## src/rtl/axi_lite_read_slave.sv

```systemverilog
// AXI4-Lite read-channel responder (AR/R) backed by a DEPTH-word register array.
// One outstanding read, fixed programmable latency, SLVERR for out-of-range addresses.
// The array is loaded through a byte-masked local write port that works in any state.
module axi_lite_read_slave #(
  parameter int unsigned DEPTH  = 16,
  parameter int unsigned RD_LAT = 1,
  parameter int unsigned IW     = $clog2(DEPTH)
) (
  input  logic          ACLK,
  input  logic          ARESET,
  input  logic          ARVALID,
  input  logic [31:0]   ARADDR,
  output logic          ARREADY,
  output logic          RVALID,
  output logic [31:0]   RDATA,
  output logic [1:0]    RRESP,
  input  logic          RREADY,
  input  logic          lw_en,
  input  logic [IW-1:0] lw_addr,
  input  logic [31:0]   lw_data,
  input  logic [3:0]    lw_strb,
  output logic          busy,
  output logic [15:0]   rd_count
);

  localparam logic [1:0] RespOkay   = 2'b00;
  localparam logic [1:0] RespSlvErr = 2'b10;
  // Wait-counter start value; only used when RD_LAT > 0.
  localparam logic [3:0] LatInit = (RD_LAT > 0) ? 4'(RD_LAT - 1) : 4'd0;

  typedef enum logic [1:0] {StIdle, StWait, StResp} state_e;

  state_e        state_q;
  logic [3:0]    cnt_q;
  logic [IW-1:0] idx_q;
  logic          err_q;
  logic          arready_q;
  logic          rvalid_q;
  logic          busy_q;
  logic [31:0]   rdata_q;
  logic [1:0]    rresp_q;
  logic [15:0]   rd_count_q;
  logic [31:0]   mem_q [DEPTH];

  logic [IW-1:0] ar_idx;
  logic          ar_err;
  logic          ar_hs;
  logic          r_hs;
  logic [IW-1:0] cap_idx;
  logic          cap_err;
  logic [31:0]   cap_data;
  logic          unused_addr_lsb;

  // Byte offset is ignored: reads are word-aligned down.
  assign unused_addr_lsb = ^ARADDR[1:0];
  assign ar_idx = ARADDR[IW+1:2];
  // Any set bit above the index field means the address is past the array (no wrap).
  assign ar_err = |ARADDR[31:IW+2];
  assign ar_hs  = ARVALID && arready_q;
  assign r_hs   = rvalid_q && RREADY;

  // With zero latency the response is captured on the AR handshake edge itself,
  // so the index comes straight from the bus rather than the latched copy.
  assign cap_idx  = (RD_LAT == 0) ? ar_idx : idx_q;
  assign cap_err  = (RD_LAT == 0) ? ar_err : err_q;
  assign cap_data = cap_err ? 32'h0 : mem_q[cap_idx];

  // Register array: cleared by reset, byte-masked local writes at any time.
  always_ff @(posedge ACLK) begin
    if (ARESET) begin
      for (int i = 0; i < int'(DEPTH); i++) begin
        mem_q[i] <= '0;
      end
    end else if (lw_en) begin
      for (int b = 0; b < 4; b++) begin
        if (lw_strb[b]) begin
          mem_q[lw_addr][8*b +: 8] <= lw_data[8*b +: 8];
        end
      end
    end
  end

  // Read FSM with registered AR/R outputs, busy flag and completed-beat counter.
  always_ff @(posedge ACLK) begin
    if (ARESET) begin
      state_q    <= StIdle;
      cnt_q      <= '0;
      idx_q      <= '0;
      err_q      <= 1'b0;
      arready_q  <= 1'b0;
      rvalid_q   <= 1'b0;
      busy_q     <= 1'b0;
      rdata_q    <= '0;
      rresp_q    <= RespOkay;
      rd_count_q <= '0;
    end else begin
      unique case (state_q)
        StIdle: begin
          if (ar_hs) begin
            idx_q     <= ar_idx;
            err_q     <= ar_err;
            arready_q <= 1'b0;
            busy_q    <= 1'b1;
            if (RD_LAT == 0) begin
              state_q  <= StResp;
              rvalid_q <= 1'b1;
              rdata_q  <= cap_data;
              rresp_q  <= cap_err ? RespSlvErr : RespOkay;
            end else begin
              state_q <= StWait;
              cnt_q   <= LatInit;
            end
          end else begin
            // Also raises ARREADY on the first cycle after reset release.
            arready_q <= 1'b1;
          end
        end
        StWait: begin
          if (cnt_q == 4'd0) begin
            state_q  <= StResp;
            rvalid_q <= 1'b1;
            rdata_q  <= cap_data;
            rresp_q  <= cap_err ? RespSlvErr : RespOkay;
          end else begin
            cnt_q <= cnt_q - 4'd1;
          end
        end
        StResp: begin
          if (r_hs) begin
            state_q   <= StIdle;
            rvalid_q  <= 1'b0;
            arready_q <= 1'b1;
            busy_q    <= 1'b0;
            rdata_q   <= '0;
            rresp_q   <= RespOkay;
            if (rd_count_q != 16'hFFFF) begin
              rd_count_q <= rd_count_q + 16'd1;
            end
          end
        end
        default: begin
          state_q <= StIdle;
        end
      endcase
    end
  end

  assign ARREADY  = arready_q;
  assign RVALID   = rvalid_q;
  assign RDATA    = rdata_q;
  assign RRESP    = rresp_q;
  assign busy     = busy_q;
  assign rd_count = rd_count_q;

endmodule

```

## config.mk

```make
export PLATFORM = sky130hd
export DESIGN_NAME = axi_lite_read_slave
export DESIGN_NICKNAME = d
export VERILOG_FILES = /design/src/rtl/axi_lite_read_slave.sv
export SDC_FILE = /design/constraint.sdc
export NUM_CORES = 1
export LEC_CHECK = 0
export BUFFER_PORTS_ARGS = -buffer_cell sky130_fd_sc_hd__buf_2
export CAP_MARGIN = 20
export CORE_MARGIN = 2
export CORE_UTILIZATION = 50
export CTS_BUF_LIST = sky130_fd_sc_hd__clkbuf_4
export DETAILED_ROUTE_END_ITERATION = 10
export PLACE_DENSITY = 0.77
export SETUP_SLACK_MARGIN = 0.5
export SLEW_MARGIN = 20
export SYNTH_ARGS = -nofsm -noshare
export SYNTH_HDL_FRONTEND = slang
export SYNTH_SLANG_ARGS = --single-unit
```

## constraint.sdc

```tcl
create_clock -name ACLK -period 2.13 [get_ports ACLK]
set_clock_uncertainty 0.1 [all_clocks]
set_input_delay 0 -clock ACLK [delete_from_list [all_inputs] [get_ports ACLK]]
set_output_delay 0 -clock ACLK [all_outputs]
set_load 0.02 [all_outputs]
```

After elaboration in Yosys (flattened, before gate mapping) --
Memories as Yosys holds them, arrays and structs flattened. A register that Yosys moved wholly into a read port is not among the register bits. Index checks and enable logic that the tools add are counted.
Storage, ports and cells: register bits 64, latch bits 0, RAM bits 512, ROM bits 0, word-level logic and storage cells 81, memories kept 1
Memories:
- mem_q | depth 16, bits a word 32, rd ports 1, clocked after Yosys merged registers in 1, write ports 16, line 43 | logic [31:0] mem_q [DEPTH];
Cells by class: $add $sub $neg 2, multiply operators 0, div/mod/pow operators 0, $lt $le $gt $ge 0, eq/ne operators 7, shift operators 0, muxes and demuxes 45, bitwise logic cells 0, reductions and logical operators 16
Operators with widths (count):
- $mux W32 | 4
- $pmux W32 S2 | 1
- $reduce_or A32 Y1 | 1
- $reduce_or A26 Y1 | 1
- $mux W4 | 6
- $mux W1 | 23
- $add A16 B1 Y16 const B | 1
- $ne A16 B16 Y1 const B | 1
- $reduce_and A3 Y1 | 5
- $mux W2 | 5
- $ne A2 B2 Y1 const B | 4
- $pmux W4 S2 | 1
- $pmux W1 S2 | 3
- $pmux W2 S3 | 1
- $reduce_bool A2 Y1 | 3
- $logic_not A4 Y1 | 1
- $pmux W2 S2 | 1
- $reduce_and A2 Y1 | 2
- $sub A4 B1 Y4 const B | 1
- $eq A2 B1 Y1 const B | 1
- $eq A2 B2 Y1 const B | 1
- $logic_and A1 B1 Y1 | 2
- $logic_not A2 Y1 | 1

Longest topological paths before layout --
Gate-level depths: netlist of run 1.
word-level depth 6, mapped depth 8, depth with buffers taken out 6

Worst setup path before layout of run 1 --
No wires, ideal clock.
kind register to register, from reg rd_count_q[0] (netlist: rd_count[0]), to reg rd_count_q[14] (netlist: rd_count[14]), setup time 71 ps, arrival 1959 ps, data required time 1959 ps, slack 1 ps, cell stages (with the launch flop) 6, buffers on the path 0, period minus slack after synthesis 2129 ps, path through dfxtp_1 ha_1 nand3_1 or4_4 or4_1 a21oi_1
On the way: word-level cells in the longest chain between the ends 2, elaborated cells between the ends (all ways) 3, classes of those cells add/sub (1); eq/ne (1); reduce/logical (1)
RTL lines:
- start: declaration | line 42 | logic [15:0] rd_count_q;
- start signal: assignment | line 137 | rd_count_q <= rd_count_q + 16'd1;
- branches (longest 2 deep; another with $add A16 B1 Y16)
Several ways; the timed one is not identified. A chain may end at the register's enable or synchronous reset.

==> impl_metrics.py, run 1 <==
metrics = {
    "detailed_routing": {
        "highest-signal-layer": "met5",
        "vias": 17200,
        "met3WireLength_um": 6710,
        "drt-vias-per-instance": 5.66,
        "route.layer.met1.wl_um": 27300,
        "routedWlPerCell_um": 23.2,
        "ant_nets": 0,
        "drt_pass1_iterations": 5,
        "detail_route.drc_violations": 0,
        "wirelength_um": 70200,
        "routed-wl-met2_um": 33800,
        "initialDrtViolationCount": 1827,
    },
    "timing": {
        "final.setup.tns_ns": 0,
        "rsz_0062_raised_after_global_routing": "yes",
        "max_freq_ghz": 0.476,
        "worst_slack_ns": 0.0304,
        "hold_violations": 0,
        "final_max_tran_viols": 0,
        "report.final.setup_viol": 0,
        "timing.slew.headroom": 0.523,
        "fin_crit_sh": 0.986,
        "tightest_slew_ns": 0.713,
        "finalCriticalPeriod_ns": 2.10,
    },
    "min_path": {
        "min_path_type": "in2reg",
    },
    "flow_run": {
        "cap_violations": 0,
    },
    "yosys": {
        "number_of_instances_in_the_synthesized_netlist": 1745,
        "ys_seq_area_frac": 0.645,
        "total_standard_cell_area_after_synthesis_sq_um": 25900,
        "postSynthAreaPerCell_sq_um": 14.8,
        "synth_warnings": 0,
        "yosys_register_bits": 579,
        "synthesis.nets": 1825,
        "post_synth_num_cell_types": 45,
    },
    "clock_tree": {
        "cts_root_buffer": "sky130_fd_sc_hd__clkbuf_4",
        "tritoncts": "done",
        "clkTransAtPathRegs_ns": 0.06,
        "clock_tree.buffer_depth": 3,
        "htree_levels": 4,
        "cts.sinks": 579,
        "cts-buffers-inserted": 151,
        "insertion_delay_ns": 1.02,
    },
    "placed_design": {
        "post-dp-hpwl_um": 40200,
        "number_of_placed_cells_counting_well_taps": 2558,
        "io_buffers": 126,
        "post-place-ws_ns": -0.00819,
        "routabilityCongestion": 0.806,
    },
    "worst_setup_path": {
        "worst-endpoint-arrival_ns": 2.86,
        "regToRegSetupSlack_ns": 0.03,
        "setup.worst_path.class": "reg2reg",
        "crit_path_cell_trace": "buf_12 -> buf_6 -> buf_16 -> mux4_2 -> mux2i_1 -> nor2_1 -> a221o_1",
        "critical_path_buf_inv_count": 3,
        "worstPathMaxFanout": 8,
        "timing.critical_path.to_type": "register",
        "timing.critical_path.required_ns": 2.89,
        "worstSetupStartpointType": "register",
        "path_delay_family": "multiplexers",
        "critical_path.max_stage_delay_ns": 0.51,
        "critPathSlowestCell": "sky130_fd_sc_hd__mux4_2",
    },
    "finish": {
        "flow.area_growth_from_synthesis_pct": 27.4,
        "fill_cells": 3619,
        "layoutNonFillerInstCount": 3031,
        "drive_above_1_share": 0.359,
        "finalNetCount": 2309,
        "final_util": 0.643,
    },
    "pwr": {
        "cellPowerDensity_nw_per_um2": 766,
        "worst_ir_drop_vdd_mv": 0.404,
        "p_leak_uw": 0.0120,
    },
    "global_routing": {
        "grt_max_degree": 69,
        "grt_pass1_vias": 17700,
        "global_route.overflow_total": 0,
        "grt_pass1_wl_um": 105000,
        "grt_util_all_layers": 0.263,
        "antenna_found_initial": 5,
    },
    "floorplanning": {
        "fp.dieH_um": 232,
        "initial_core_util": 0.505,
        "design.die.area_sq_um": 53600,
        "rows": 83,
        "io_pins": 130,
        "core_outline_area_sq_um": 51300,
        "floorplan.die.width_um": 232,
    },
    "outcome": {
        "outcome": "finished clean",
    },
}
[final timing paths]
kind	from	end	cells past startpoint
setup / recovery	register	RDATA[19]$_SDFFE_PP0P_	7
hold / removal	ARVALID	cnt_q[3]$_SDFFE_PP0P_	4
setup reg to reg	register	RDATA[19]$_SDFFE_PP0P_	7
hold reg to reg	RDATA[11]$_SDFFE_PP0P_	RDATA[11]$_SDFFE_PP0P_	1
[synthesized netlist by cell type, drive strengths merged]
cell / instances / area, sq um
conb: 1 / 3.75
o311a: 1 / 10.0
ha: 3 / 37.5
clkbuf: 75 / 282
dfxtp: 67 / 1340
and4: 2 / 17.5
nor2b: 6 / 37.5
o21bai: 2 / 15.0
a221o: 32 / 320
a21oi: 21 / 105
and4bb: 1 / 12.5
nand3: 15 / 75.1
and4b: 1 / 10.0
inv: 6 / 22.5
nand3b: 2 / 15.0
edfxtp: 512 / 15400
o311ai: 1 / 8.76
nand2: 24 / 90.1
nor3: 4 / 20.0
and3: 2 / 12.5
o41ai: 1 / 8.76
nand4b: 1 / 15.0
mux2: 32 / 360
nor3b: 2 / 15.0
or3: 4 / 25.0
mux2i: 37 / 370
o21ai: 69 / 345
or4: 10 / 78.8
or2: 1 / 6.26
or3b: 1 / 8.76
buf: 30 / 139
a211o: 1 / 8.76
o31ai: 9 / 67.6
and2: 512 / 3200
nor2: 107 / 402
o221a: 1 / 11.3
mux4: 128 / 2880
xor2: 2 / 17.5
nor4: 9 / 62.6
nand4: 10 / 62.6
[registers in the layout, summed over array words and instances, names as in the netlist, named ones only]
register	cells
mem_q	512
RDATA	32
rd_count	16
cap_idx	4
cnt_q	4
state_q	2
ARREADY	1
RRESP	1
RVALID	1
busy	1
cap_err	1
[worst reg2reg max path, cell delays in order, from the launching register on]
cell	delay (ns)
sky130_fd_sc_hd__dfxtp_4	0.37
sky130_fd_sc_hd__buf_12	0.17
sky130_fd_sc_hd__buf_6	0.16
sky130_fd_sc_hd__buf_16	0.13
sky130_fd_sc_hd__mux4_2	0.51
sky130_fd_sc_hd__mux2i_1	0.18
sky130_fd_sc_hd__nor2_1	0.09
sky130_fd_sc_hd__a221o_1	0.27
[routing by layer]
layer / track usage / vias up
li1: - / 7601
met1: 0.339 / 8499
met2: 0.427 / 878
met3: 0.0755 / 179
met4: 0.0962 / 4
met5: 0 / -
[timing repair]
action / CTS / global route
gates cloned: 7 / 1
resized for setup: 193 / 95
pin swaps: 13 / 25
buffers inserted: 39 / 14
hold buffers: 137 / 0
endpoints found under the hold margin: 1091 / 0
setup endpoints to repair: 96 / 560
[stage by stage]
step / hold slack (ns) / total power, uW / cell area, sq um
after global placement: 0.204 / 15100 / 28100
after global routing: 0.0668 / 26200 / 33000
after floorplan: 0.0736 / 14400 / 26100
after detailed placement: 0.210 / 15200 / 28100
after CTS: 0.0134 / 25300 / 32500
final: 0.0930 / 25300 / 33000
[cell type report]
cell class / instances / area [sq um] / share of cell area
multi-input cells: 1055 / 9140 / 0.277
well taps: 680 / 851 / 0.0258
flip-flops and latches: 579 / 16900 / 0.511
repair buffers: 436 / 4150 / 0.126
clock inverters: 32 / 183 / 0.00554
clock buffers: 239 / 1790 / 0.0544
inverters: 6 / 22.5 / 0.000682
diodes: 4 / 10.0 / 0.000303
[cell usage in the layout, fill, tap and decap left out, drive strengths merged, types with 10 or more instances in the layout]
master and n:
nand3 15, or4 10, o21ai 69, a21oi 21
nand2 24, buf 298, clkinv 25, and2 512
mux4 128, inv 11, mux2 32, dlygate4sd3 128
edfxtp 512, nor2 107, dfxtp 67, nand4 10
a221o 32, clkbuf 240, mux2i 37
[cell families (layout without fill, tap and decap cells)]
kind of cell    count (synthesis)  count (layout)  share of synthesized area
xor+xnor                        2               2                   0.000676
other cells                     1               5                   0.000145
fa+ha+maj                       3               3                    0.00145
buf+inv                       111             713                     0.0171
flops                         579             579                      0.645
mux                           197             197                      0.140
compound gates                138             138                     0.0348
simple gates                  714             714                      0.161
[power by group]
part / switching (uW) / internal (uW)
sequential: 227 / 12900
combinational: 1140 / 1120
clock: 4590 / 5320
total: 5950 / 19300
Power figures use the tool's default switching activity.
==> run 2: changes to the inputs <==
--- a/config.mk
+++ b/config.mk
@@ -7,7 +7,6 @@
 export LEC_CHECK = 0
 export BUFFER_PORTS_ARGS = -buffer_cell sky130_fd_sc_hd__buf_2
 export CAP_MARGIN = 20
-export CORE_MARGIN = 2
 export CORE_UTILIZATION = 50
 export CTS_BUF_LIST = sky130_fd_sc_hd__clkbuf_4
 export DETAILED_ROUTE_END_ITERATION = 10
==> run 2 against run 1 <==
Against the previous run:
- the run now ends with negative setup slack left
- sequential power about the same
- hold slack lost 0.081 ns
- wire length is 0.57% higher
- critical endpoint is now rd_count[14]$_SDFFE_PP0P_
- largest cell class unchanged
- largest power group unchanged
==> impl_metrics.py, run 2 (synthesis results as in run 1) <==
metrics = {
    "timing": {
        "timing.slew.headroom": 0.490,
        "whs_ns": 0.0117,
        "hold_violations": 0,
        "finalCriticalPeriod_ns": 2.13,
        "fin_crit_sh": 1.00,
        "max_freq_ghz": 0.469,
        "worst_slack_ns": -0.00298,
        "tightest_slew_ns": 0.762,
        "rsz_0062_raised_after_global_routing": "yes",
        "final_max_tran_viols": 0,
        "report.final.setup_viol": 3,
    },
    "finish": {
        "layout.cells.most_common_list": "sky130_fd_sc_hd__and2_1 (512), sky130_fd_sc_hd__edfxtp_1 (512), sky130_fd_sc_hd__clkbuf_4 (222), sky130_fd_sc_hd__buf_4 (171), sky130_fd_sc_hd__dlygate4sd3_1 (134)",
        "top_register": "mem_q",
        "flow.area_growth_from_synthesis_pct": 28.1,
        "layoutNonFillerInstCount": 3068,
        "seq_area_sq_um": 16900,
        "finalNetCount": 2344,
        "number_of_flip_flops_in_the_largest_register": 512,
        "multiInputGateArea_sq_um": 9150,
        "drive_above_1_share": 0.360,
        "fill_cells": 3494,
    },
    "clock_tree": {
        "cts.sinks": 579,
        "tritoncts": "done",
        "insertion_delay_ns": 1.02,
        "cts-buffers-inserted": 150,
        "htree_levels": 4,
        "cts_root_buffer": "sky130_fd_sc_hd__clkbuf_4",
        "clkTransAtPathRegs_ns": 0.10,
        "clock_tree.buffer_depth": 3,
    },
    "floorplanning": {
        "initial_core_util": 0.506,
        "fp.dieH_um": 230,
        "rows": 83,
        "core_outline_area_sq_um": 51200,
        "floorplan.die.width_um": 230,
        "io_pins": 130,
        "design.die.area_sq_um": 52700,
    },
    "worst_setup_path": {
        "crit_end": "rd_count[14]$_SDFFE_PP0P_",
        "r2r_startpoint": "rd_count[6]$_SDFFE_PP0P_",
        "worstPathMaxFanout": 5,
        "critical_path_buf_inv_count": 0,
        "worst-endpoint-arrival_ns": 2.94,
        "ff2ff_path_depth": 4,
        "reg_to_reg_critical_path_endpoint": "rd_count[14]$_SDFFE_PP0P_",
        "path_delay_family": "simple AND/OR/NAND/NOR gates",
        "critPathSlowestCell": "sky130_fd_sc_hd__or4_4",
        "timing.critical_path.to_type": "register",
        "crit_start": "rd_count[6]$_SDFFE_PP0P_",
        "worstSetupStartpointType": "register",
        "most_common_cell_on_crit_path": "sky130_fd_sc_hd__or4_4",
        "worst-path-stages": 4,
        "regToRegSetupSlack_ns": -0.003,
        "timing.critical_path.required_ns": 2.94,
        "setup.worst_path.class": "reg2reg",
        "crit_path_cell_trace": "nand4_1 -> or4_4 -> or4_4 -> a21oi_2",
        "critical_path.max_stage_delay_ns": 0.57,
    },
    "pwr": {
        "worst_ir_drop_vdd_mv": 0.508,
        "fin_total_pwr_uw": 25600,
        "cellPowerDensity_nw_per_um2": 771,
        "p_leak_uw": 0.0120,
    },
    "detailed_routing": {
        "routedWlPerCell_um": 23.0,
        "drt-vias-per-instance": 5.66,
        "ant_nets": 0,
        "drt_pass1_iterations": 5,
        "vias": 17400,
        "wirelength_um": 70600,
        "initialDrtViolationCount": 1589,
        "detail_route.drc_violations": 0,
    },
    "global_routing": {
        "grt_pass1_vias": 17900,
        "global_route.overflow_total": 0,
        "grt_util_all_layers": 0.263,
        "grt_max_degree": 57,
        "antenna_found_initial": 8,
        "grt_pass1_wl_um": 104000,
    },
    "placed_design": {
        "post-dp-hpwl_um": 41700,
        "io_buffers": 126,
        "number_of_placed_cells_counting_well_taps": 2578,
        "routabilityCongestion": 0.861,
    },
    "min_path": {
        "holdCritStartpoint": "lw_en",
        "min_path_type": "in2reg",
    },
    "flow_run": {
        "cap_violations": 0,
    },
    "outcome": {
        "violations": "negative setup slack",
        "outcome": "finished, violations left",
    },
}
run 2: area by class of cell:
cell class / instances / share of cell area
well taps: 680 / 0.0256
clock inverters: 47 / 0.0107
diodes: 7 / 0.000528
flip-flops and latches: 579 / 0.508
clock buffers: 222 / 0.0502
repair buffers: 472 / 0.128
multi-input cells: 1055 / 0.276
inverters: 6 / 0.000679
run 2: power breakdown:
group          switching (uW)  internal [uW]  leakage [uW]  total [uW]
logic                    1150           1130       0.00539        2280
registers                 237          12900       0.00545       13100
clock network            4680           5510       0.00119       10200
total                    6060          19500        0.0120       25600
run 2: worst min path at each step:
stage                             endpoint  slack, ns  depth (start not counted)
2_1_floorplan                     register       0.07                          2
3_3_place_gp       cap_idx[3]$_SDFFE_PP0P_       0.19                          3
3_5_place_dp       cap_idx[3]$_SDFFE_PP0P_       0.20                          3
4_1_cts        mem_q[11][23]$_SDFFCE_PN0P_      -0.10                          6
5_1_grt        mem_q[11][23]$_SDFFCE_PN0P_       0.01                          6
6_report       mem_q[14][23]$_SDFFCE_PN0P_       0.01                          6
run 2: repair_timing:
| action | in CTS | in global routing |
|---|---|---|
| hold endpoints to repair | 1091 | 0 |
| gates resized for setup | 194 | 95 |
| pin swaps | 7 | 16 |
| hold buffers | 140 | 0 |
| endpoints found under the setup margin | 96 | 751 |
| setup buffers | 47 | 23 |
| gates cloned | 3 | 1 |
run 2: through the flow:
step	worst slack (ns)	utilization	setup TNS [ns]	cell area, sq um
floorplan	0.257	-	0	26100
global placement	0.0349	0.552	0	28200
detailed placement	-0.0122	0.552	-0.0257	28200
CTS	0.00113	0.637	0	32600
global route	-0.0498	0.648	-0.234	33200
finish	-0.00298	0.648	-0.00592	33200
run 2: metal layers:
layer / up-vias / GRT usage / wire [um]
li1: 7668 / - / -
met1: 8605 / 0.321 / 26300
met2: 919 / 0.442 / 35300
met3: 164 / 0.0786 / 6970
met4: 6 / 0.0977 / 1940
met5: - / 0 / 48
run 2: worst register-to-register path, stage by stage, from the launching register on:
cell and delay [ns]:
sky130_fd_sc_hd__dfxtp_4 0.40, sky130_fd_sc_hd__nand4_1 0.35, sky130_fd_sc_hd__or4_4 0.57, sky130_fd_sc_hd__or4_4 0.43, sky130_fd_sc_hd__a21oi_2 0.14
==> run 3: changes to the inputs <==
--- a/config.mk
+++ b/config.mk
@@ -11,6 +11,7 @@
 export CTS_BUF_LIST = sky130_fd_sc_hd__clkbuf_4
 export DETAILED_ROUTE_END_ITERATION = 10
 export PLACE_DENSITY = 0.77
+export RECOVER_POWER = 50
 export SETUP_SLACK_MARGIN = 0.5
 export SLEW_MARGIN = 20
 export SYNTH_ARGS = -nofsm -noshare
==> run 3 against run 2 <==
Against the previous run:
- the run still ends with negative setup slack left
- setup slack lost 0.10 ns
- flip-flop and latch count is the same
- sequential power is essentially flat
- critical endpoint is now mem_q[4][12]$_SDFFCE_PN0P_
- largest cell class unchanged
- highest routed layer unchanged
==> impl_metrics.py, run 3 (synthesis results as in run 1) <==
metrics = {
    "min_path": {
        "min_path_type": "in2reg",
    },
    "finish": {
        "top_register": "mem_q",
        "flow.area_growth_from_synthesis_pct": 27.7,
        "layout.cell_area.non_filler_sq_um": 33100,
        "drive_above_1_share": 0.351,
        "finalNetCount": 2344,
        "multiInputGateArea_sq_um": 9110,
        "number_of_flip_flops_in_the_largest_register": 512,
        "fill_cells": 3524,
        "mostFrequentLayoutCell": "sky130_fd_sc_hd__edfxtp_1",
        "layout.cells.most_common_list": "sky130_fd_sc_hd__edfxtp_1 (512), sky130_fd_sc_hd__and2_1 (378), sky130_fd_sc_hd__clkbuf_4 (223), sky130_fd_sc_hd__buf_4 (153)",
        "seq_area_sq_um": 16900,
    },
    "detailed_routing": {
        "routedWlPerCell_um": 23.0,
        "vias": 17500,
        "detail_route.drc_violations": 0,
        "wirelength_um": 70600,
        "initialDrtViolationCount": 1598,
        "ant_nets": 0,
        "drt_pass1_iterations": 5,
        "drt-vias-per-instance": 5.69,
    },
    "worst_setup_path": {
        "setup.worst_path.class": "in2reg",
        "timing.critical_path.required_ns": 2.78,
        "critical_path.max_stage_delay_ns": 0.67,
        "critPathSlowestCell": "sky130_fd_sc_hd__dlygate4sd3_1",
        "worst-endpoint-arrival_ns": 2.88,
        "crit_path_cell_trace": "dlygate4sd3_1 -> clkbuf_1 -> dlygate4sd3_1 -> buf_12 -> inv_2 -> clkbuf_4 -> o21ai_0 -> buf_4",
        "worstSetupStartpointType": "input port",
        "most_common_cell_on_crit_path": "sky130_fd_sc_hd__dlygate4sd3_1",
        "timing.critical_path.to_type": "register",
        "worstPathMaxFanout": 56,
    },
    "clock_tree": {
        "htree_levels": 4,
        "cts.sinks": 579,
        "clkTransAtPathRegs_ns": 0.07,
        "tritoncts": "done",
        "cts_root_buffer": "sky130_fd_sc_hd__clkbuf_4",
        "insertion_delay_ns": 1.05,
        "cts-buffers-inserted": 150,
        "clock_tree.buffer_depth": 3,
    },
    "floorplanning": {
        "design.die.area_sq_um": 52700,
        "core_outline_area_sq_um": 51200,
        "io_pins": 130,
        "floorplan.die.width_um": 230,
        "rows": 83,
        "initial_core_util": 0.506,
        "fp.dieH_um": 230,
    },
    "timing": {
        "fin_crit_sh": 1.05,
        "finalCriticalPeriod_ns": 2.24,
        "worst_slack_ns": -0.107,
        "final_max_tran_viols": 0,
        "final.setup.tns_ns": -0.995,
        "hold_violations": 0,
        "tightest_slew_ns": 0.748,
        "rsz_0062_raised_after_global_routing": "yes",
        "timing.slew.headroom": 0.499,
        "whs_ns": 0.202,
        "report.final.setup_viol": 22,
        "max_freq_ghz": 0.447,
    },
    "global_routing": {
        "grt_max_degree": 57,
        "antenna_found_initial": 8,
        "grt_pass1_vias": 17900,
        "global_route.overflow_total": 0,
        "grt_util_all_layers": 0.263,
        "grt_pass1_wl_um": 104000,
    },
    "placed_design": {
        "dpl_cell_area_sq_um": 28200,
        "routabilityCongestion": 0.861,
        "post-dp-hpwl_um": 41700,
        "io_buffers": 126,
        "post-place-ws_ns": -0.0122,
    },
    "outcome": {
        "outcome": "finished, violations left",
        "violations": "negative setup slack",
    },
    "pwr": {
        "cellPowerDensity_nw_per_um2": 773,
        "worst_ir_drop_vdd_mv": 0.542,
        "p_leak_uw": 0.0118,
    },
    "flow_run": {
        "cap_violations": 0,
    },
}
## run 3: what timing repair did
action,CTS,global route
hold buffers,140,0
setup endpoints to repair,96,751
endpoints found under the hold margin,1091,0
pin swaps,7,16
setup buffers,47,23
resized for setup,194,95
cloned,3,1
## run 3: worst paths after layout
path | start | endpoint | slack (ns) | cells past startpoint
min reg2reg | RDATA[27]$_SDFFE_PP0P_ | RDATA[27]$_SDFFE_PP0P_ | 0.41 | 1
max | ARESET | mem_q[4][12]$_SDFFCE_PN0P_ | -0.11 | 8
min | ARADDR[17] | cap_err$_SDFFE_PP0P_ | 0.20 | 6
max reg2reg | rd_count[6]$_SDFFE_PP0P_ | rd_count[14]$_SDFFE_PP0P_ | -0.02 | 4
## run 3: layout make-up
| type | instances | share of cell area |
|---|---|---|
| Clock inverter | 47 | 0.0108 |
| Inverter | 6 | 0.000681 |
| Clock buffer | 222 | 0.0504 |
| Multi-Input combinational cell | 1055 | 0.276 |
| Tap cell | 680 | 0.0257 |
| Antenna cell | 7 | 0.000530 |
| Timing Repair Buffer | 472 | 0.126 |
| Sequential cell | 579 | 0.510 |
## run 3: where the power goes
part	internal (uW)	switching [uW]	total [uW]
Combinational	1120	1140	2270
Clock	5510	4670	10200
Sequential	12900	237	13100
## run 3: stage by stage
stage	cells	total power, uW	util
4_1_cts	3037	25600	0.637
2_1_floorplan	1745	14400	-
3_3_place_gp	2578	15100	0.552
6_report	3068	25600	0.646
5_1_grt	3068	26500	0.646
3_5_place_dp	2578	15200	0.552
## run 3: worst max-delay path: cells and delay by family
| family | cells | cell delay, ns |
|---|---|---|
| buffers and inverters | 7 | 2.48 |
| AO/OA/AOI/OAI | 1 | 0.34 |
## run 3: metal layers
metal  up-vias  track usage  share of wire
met3       172       0.0786           0.10
met1      8655        0.321           0.37
met2       968        0.442           0.50
met5         -            0        0.00068
li1       7665            -              -
met4         6       0.0977          0.028
